### config.mk
export PLATFORM = sky130hd
export DESIGN_NAME = sprite_queue_feeder
export DESIGN_NICKNAME = d
export VERILOG_FILES = /design/src/rtl/sprite_pkg.sv /design/src/rtl/sprite_cmd_fifo.sv /design/src/rtl/sprite_queue_feeder.sv
export SDC_FILE = /design/constraint.sdc
export NUM_CORES = 2
export LEC_CHECK = 0
export ABC_CLOCK_PERIOD_IN_PS = 5100
export CORE_AREA = 10 10 666 472
export CTS_BUF_LIST = sky130_fd_sc_hd__clkbuf_4
export DETAILED_ROUTE_END_ITERATION = 8
export DIE_AREA = 0 0 676 482
export GPL_ROUTABILITY_DRIVEN = 0
export SETUP_SLACK_MARGIN = 0.4
export SLEW_MARGIN = 20
export SYNTH_ARGS = -nofsm -noshare
export SYNTH_HDL_FRONTEND = slang
export SYNTH_SLANG_ARGS = --single-unit
### constraint.sdc
create_clock -name clock -period 5.1 [get_ports clock]
set_input_delay 0.765 -clock clock [delete_from_list [all_inputs] [get_ports clock]]
set_output_delay 0.765 -clock clock [all_outputs]
set_load 0.01 [all_outputs]
### src/rtl/sprite_pkg.sv
// Shared sprite command types and host-protocol constants for the sprite draw queue.
package sprite_pkg;

    typedef struct packed {
        logic [7:0]  id;
        logic [15:0] x;
        logic [15:0] y;
        logic [7:0]  scale;
    } sprite_cmd_t;

    // Payload bytes following the header; also documented in the host firmware protocol.
    localparam int         SPRITE_CMD_BYTES  = 6;
    localparam logic [7:0] SPRITE_CMD_HEADER = 8'hA5;

    typedef enum logic {
        ST_HUNT    = 1'b0,
        ST_COLLECT = 1'b1
    } feeder_state_t;

endpackage

### src/rtl/sprite_cmd_fifo.sv
// Show-ahead FIFO of sprite commands: head is mem[rd_ptr] whenever not empty, zero otherwise.
module sprite_cmd_fifo
    import sprite_pkg::*;
#(
    parameter int DEPTH = 64
) (
    input  logic                   clock,
    input  logic                   fb_resetting,
    input  logic                   push,
    input  sprite_cmd_t            push_data,
    input  logic                   pop,
    output sprite_cmd_t            head,
    output logic                   empty,
    output logic                   full,
    output logic [$clog2(DEPTH):0] count
);

    localparam int AW = $clog2(DEPTH);
    localparam int CW = AW + 1;

    logic [AW-1:0] rd_ptr_q, rd_ptr_d;
    logic [AW-1:0] wr_ptr_q, wr_ptr_d;
    logic [CW-1:0] count_q, count_d;
    sprite_cmd_t   mem_q [DEPTH];
    logic          do_push;
    logic          do_pop;

    assign empty = (count_q == '0);
    assign full  = (count_q == CW'(DEPTH));
    assign count = count_q;
    // Zero the head while empty so the outputs are defined right after a flush.
    assign head  = empty ? '0 : mem_q[rd_ptr_q];

    always_comb begin
        do_pop   = pop && !empty;
        do_push  = push && (!full || do_pop);
        rd_ptr_d = rd_ptr_q;
        wr_ptr_d = wr_ptr_q;
        count_d  = count_q;
        if (do_pop) begin
            rd_ptr_d = rd_ptr_q + AW'(1);
        end
        if (do_push) begin
            wr_ptr_d = wr_ptr_q + AW'(1);
        end
        case ({do_push, do_pop})
            2'b10:   count_d = count_q + CW'(1);
            2'b01:   count_d = count_q - CW'(1);
            default: count_d = count_q;
        endcase
    end

    always_ff @(posedge clock or posedge fb_resetting) begin
        if (fb_resetting) begin
            rd_ptr_q <= '0;
            wr_ptr_q <= '0;
            count_q  <= '0;
        end else begin
            rd_ptr_q <= rd_ptr_d;
            wr_ptr_q <= wr_ptr_d;
            count_q  <= count_d;
        end
    end

    always_ff @(posedge clock) begin
        if (do_push) begin
            mem_q[wr_ptr_q] <= push_data;
        end
    end

endmodule

### src/rtl/sprite_queue_feeder.sv
// Assembles 7-byte sprite commands from the host byte stream and queues them for the renderers.
module sprite_queue_feeder
    import sprite_pkg::*;
#(
    parameter int         DEPTH  = 64,
    parameter logic [7:0] HEADER = SPRITE_CMD_HEADER
) (
    input  logic                   clock,
    input  logic                   fb_resetting,
    input  logic                   in_valid,
    input  logic [7:0]             in_data,
    output logic                   in_ready,
    input  logic                   sprite_queue_dequeue,
    output logic                   sprite_queue_is_empty,
    output logic [7:0]             sprite_queue_sprite_id,
    output logic [15:0]            sprite_queue_sprite_x,
    output logic [15:0]            sprite_queue_sprite_y,
    output logic [7:0]             sprite_queue_sprite_scale,
    output logic [$clog2(DEPTH):0] queue_count,
    output logic                   underflow,
    output logic [7:0]             frame_err_cnt
);

    localparam int BUF_W = $bits(sprite_cmd_t) - 8;

    feeder_state_t state_q, state_d;
    logic [2:0]       byte_idx_q, byte_idx_d;
    logic [BUF_W-1:0] field_buf_q, field_buf_d;
    logic             underflow_q, underflow_d;
    logic [7:0]       frame_err_cnt_q, frame_err_cnt_d;

    logic        accept;
    logic        last_byte;
    logic        fifo_push;
    logic        fifo_full;
    logic        fifo_empty;
    sprite_cmd_t push_cmd;
    sprite_cmd_t fifo_head;

    assign last_byte = (state_q == ST_COLLECT) && (byte_idx_q == 3'(SPRITE_CMD_BYTES - 1));
    assign accept    = in_valid && in_ready;

    always_ff @(posedge clock or posedge fb_resetting) begin
        if (fb_resetting) begin
            state_q         <= ST_HUNT;
            byte_idx_q      <= '0;
            field_buf_q     <= '0;
            underflow_q     <= 1'b0;
            frame_err_cnt_q <= '0;
        end else begin
            state_q         <= state_d;
            byte_idx_q      <= byte_idx_d;
            field_buf_q     <= field_buf_d;
            underflow_q     <= underflow_d;
            frame_err_cnt_q <= frame_err_cnt_d;
        end
    end

    // Inside COLLECT every byte is payload, including one equal to HEADER.
    always_comb begin
        state_d     = state_q;
        byte_idx_d  = byte_idx_q;
        field_buf_d = field_buf_q;
        if (accept) begin
            case (state_q)
                ST_HUNT: begin
                    if (in_data == HEADER) begin
                        state_d    = ST_COLLECT;
                        byte_idx_d = '0;
                    end
                end
                ST_COLLECT: begin
                    field_buf_d = {field_buf_q[BUF_W-9:0], in_data};
                    if (last_byte) begin
                        state_d    = ST_HUNT;
                        byte_idx_d = '0;
                    end else begin
                        byte_idx_d = byte_idx_q + 3'd1;
                    end
                end
                default: state_d = ST_HUNT;
            endcase
        end
    end

    // Only the final byte stalls, and only on a registered full flag.
    always_comb begin
        in_ready  = !(last_byte && fifo_full);
        fifo_push = accept && last_byte;
        push_cmd  = {field_buf_q, in_data};
    end

    always_comb begin
        underflow_d     = underflow_q || (sprite_queue_dequeue && fifo_empty);
        frame_err_cnt_d = frame_err_cnt_q;
        if (accept && (state_q == ST_HUNT) && (in_data != HEADER) && (frame_err_cnt_q != 8'hFF)) begin
            frame_err_cnt_d = frame_err_cnt_q + 8'd1;
        end
    end

    sprite_cmd_fifo #(
        .DEPTH (DEPTH)
    ) u_fifo (
        .clock        (clock),
        .fb_resetting (fb_resetting),
        .push         (fifo_push),
        .push_data    (push_cmd),
        .pop          (sprite_queue_dequeue),
        .head         (fifo_head),
        .empty        (fifo_empty),
        .full         (fifo_full),
        .count        (queue_count)
    );

    assign sprite_queue_is_empty     = fifo_empty;
    assign sprite_queue_sprite_id    = fifo_head.id;
    assign sprite_queue_sprite_x     = fifo_head.x;
    assign sprite_queue_sprite_y     = fifo_head.y;
    assign sprite_queue_sprite_scale = fifo_head.scale;
    assign underflow                 = underflow_q;
    assign frame_err_cnt             = frame_err_cnt_q;

endmodule

==> impl_metrics.toml <==
[outcome]
status = "finished clean"

[run]
cap_violations = 0

[grt]
grt_usage_pct = 23.8
grt_pass1_vias = 65800
antenna_found_initial = 17
grt_pass1_wl_um = 539000
grt_max_degree = 67
overflow = 0

[cells_and_area]
layout-drive-gt1-share_pct = 42.1
areaGrowthSynthToFinish_pct = 21.0
final_nets = 6481

[pwr]
p_leak_uw = 0.0470
p_total_uw = 77700
irDropWorstVdd_v = 0.000433
p_per_area_mw_per_mm2 = 536

[critical_path]
critPathKind = "reg -> out"
critical-path-top-delay-family = "buffers and inverters"
critPathLaunchType = "flip-flop"
critPathLaunch = "u_fifo.rd_ptr_q[4]"
rrSetupSlack_ps = 1290
r2r_start = "u_fifo.count[3]"
cp_cell_sequence = "buf_4 -> nor2_1 -> buf_4 -> a221oi_1 -> o21ai_1 -> buf_4 -> a22o_4 -> clkdlybuf4s15_1"
cp.required_ps = 4340
cpMostUsedCell = "buf_4"
r2r_end = "u_fifo.count[6]"
cp_max_fo = 21
cp_slowest_cell = "buf_4"
endpoint_kind = "primary output"
r2r_cells = 12
crit_buf_inv = 4
cpPeakStageDelay_ps = 650
critPathArrivalTime_ps = 4220

[clocking]
clk_pin_slew_ps = 70
cts_root_buf = "clkbuf_4"
cts_max_level = 6
tritoncts = "built"
clock-sinks = 3144
clockBufferDepth = 4
worstSkewPairLatency_ps = 1450
cts_buffers = 734

[min_path]
hold_path_end = "u_fifo.mem_q[22][2]"
hold_class = "in -> reg"
whs_path_depth = 2
min-delay-start = "in_data[2]"

[timing]
rsz0062_at_grt = "true"
relSlewSlack_pct = 30.5
worstMarginPinSlew_ps = 1040
finalSetupTns_ps = 0
final_hold_viol_count = 0
fin_crit_ps = 4990
drv_slew = 0
setup_viol = 0
finClkSkew_ps = 128
finalCritPeriodShare_pct = 97.8
max_freq_mhz = 201

[floorplanning]
io_pins = 78
die_h_um = 482
row_count = 169
core_area_mm2 = 0.301
start_util_pct = 39.8
fp.dieW_um = 676
die_area_mm2 = 0.326

[drt]
routedWlPerCell_um = 35.8
vias = 66900
drt_iter0_markers = 11300
routed_wl_um = 397000
dr.pass1.iters = 9
ant_nets = 0
drc = 0
vias_per_cell = 6.05

[logic_synthesis]
syn_area_mm2 = 0.120
synthTopCellsByCount = "3072 x edfxtp_1, 669 x mux4_2, 340 x mux2i_1, 119 x clkbuf_1, 113 x buf_2"
synth.most_common_cell = "edfxtp_1"
ys.warnings.count = 0
yosysSeqAreaShare_pct = 78.4
ys_top_cells_by_area = "edfxtp_1 77%, mux4_2 13%, mux2i_1 2.8%, dfrtp_1 1.5%, o22ai_1 0.53%"
syn-num-nets = 5325
ys_ff_latch = 3144
synth_top_area_share_pct = 76.9
synth_edf_count = 3072
synthFlopType = "edfxtp_1"
syn_avg_cell_area_um2 = 22.6
syn_inst = 5305
yosys.area.top_type = "edfxtp_1"
async_flop_share_pct = 2.29
synth_cell_type_count = 59

[placed_design]
io_buffer_count = 77
hpwlAfterDp_um = 211000
[cells in the final DEF (no fill, tap or decap), types with 21 or more instances in the layout]
| cell | n |
|---|---|
| mux2i_2 | 28 |
| edfxtp_1 | 3072 |
| clkdlybuf4s50_1 | 21 |
| mux2i_1 | 286 |
| clkinv_1 | 157 |
| buf_6 | 84 |
| dfrtp_1 | 53 |
| nor2_4 | 68 |
| a21oi_2 | 26 |
| a211oi_2 | 27 |
| buf_12 | 127 |
| nand2_1 | 29 |
| a21oi_1 | 34 |
| a22o_1 | 44 |
| buf_4 | 355 |
| a211oi_1 | 38 |
| mux4_2 | 669 |
| buf_16 | 61 |
| o22ai_1 | 75 |
| clkbuf_4 | 1109 |
| mux2i_4 | 26 |
| nor2_1 | 23 |
| mux2_2 | 44 |
| o221ai_1 | 45 |
[metal layers]
layer | wire, um | part of all wire, % | GRT usage, %
met1 | 160000 | 40 | 35.1
met2 | 169000 | 43 | 33.4
met3 | 54400 | 14 | 7.32
met4 | 13300 | 3.3 | 8.10
met5 | 132 | 0.033 | 0
[power by group]
| part | internal (uW) | switching, uW |
|---|---|---|
| Combinational | 12100 | 14700 |
| Sequential | 29600 | 642 |
| Clock | 10400 | 10200 |
| Total | 52200 | 25500 |
[flip-flops by register name (all words and copies together) (netlist names)]
register and flops:
byte_idx_q 3, field_buf_q 40, frame_err_cnt 8, state_q 1, u_fifo.count 7, u_fifo.mem_q 3072
u_fifo.rd_ptr_q 6, u_fifo.wr_ptr_q 6, underflow 1
[through the flow]
stage | std cells | hold WS (ps) | util (%) | area [um^2] | setup WS [ps]
detailed placement | 9470 | 459 | 42.7 | 129000 | 441
floorplan | 5305 | 479 | - | 120000 | 909
global route | 11100 | 112 | 48.1 | 145000 | 88.1
global placement | 9470 | 456 | 42.7 | 129000 | 430
CTS | 11000 | 34.2 | 47.6 | 144000 | 73.3
finish | 11100 | 161 | 48.1 | 145000 | 114
[cell families after synthesis]
family / count (synthesis) / synth area share (%)
flops: 3144 / 78.4
mux: 1056 / 15.8
compound gates: 550 / 3.31
buf+inv: 310 / 1.28
simple gates: 211 / 0.846
xor+xnor: 26 / 0.190
fa+ha+maj: 8 / 0.0835
[worst max-delay path by stage]
stage,slack (ps),end,cells after the start
after floorplan,910,u_fifo.mem_q[59][0],5
after global placement,430,sprite_queue_sprite_scale[0],9
after detailed placement,440,sprite_queue_sprite_scale[0],9
after CTS,70,sprite_queue_sprite_scale[0],9
after global routing,90,sprite_queue_sprite_id[4],11
final,110,sprite_queue_sprite_x[10],8
[final cells by class]
cell class                      count  area [um^2]
Sequential cell                  3144        94100
Timing Repair Buffer              721         9110
Antenna cell                        5         12.5
Tap cell                         4018         5030
Fill cell                       24400       156000
Inverter                            9         43.8
Multi-Input combinational cell   1851        27300
Clock inverter                    212         1150
Clock buffer                     1108         8320
[timing repair]
action                     4_1_cts  5_1_grt
pin swaps                       98       94
resized for setup              693      208
gates cloned                    47        5
setup endpoints to repair       49       47
hold buffers                     7        0
hold endpoints to repair       180        0
buffers inserted               146       68
No activity file was read; power rests on OpenSTA's default activity.
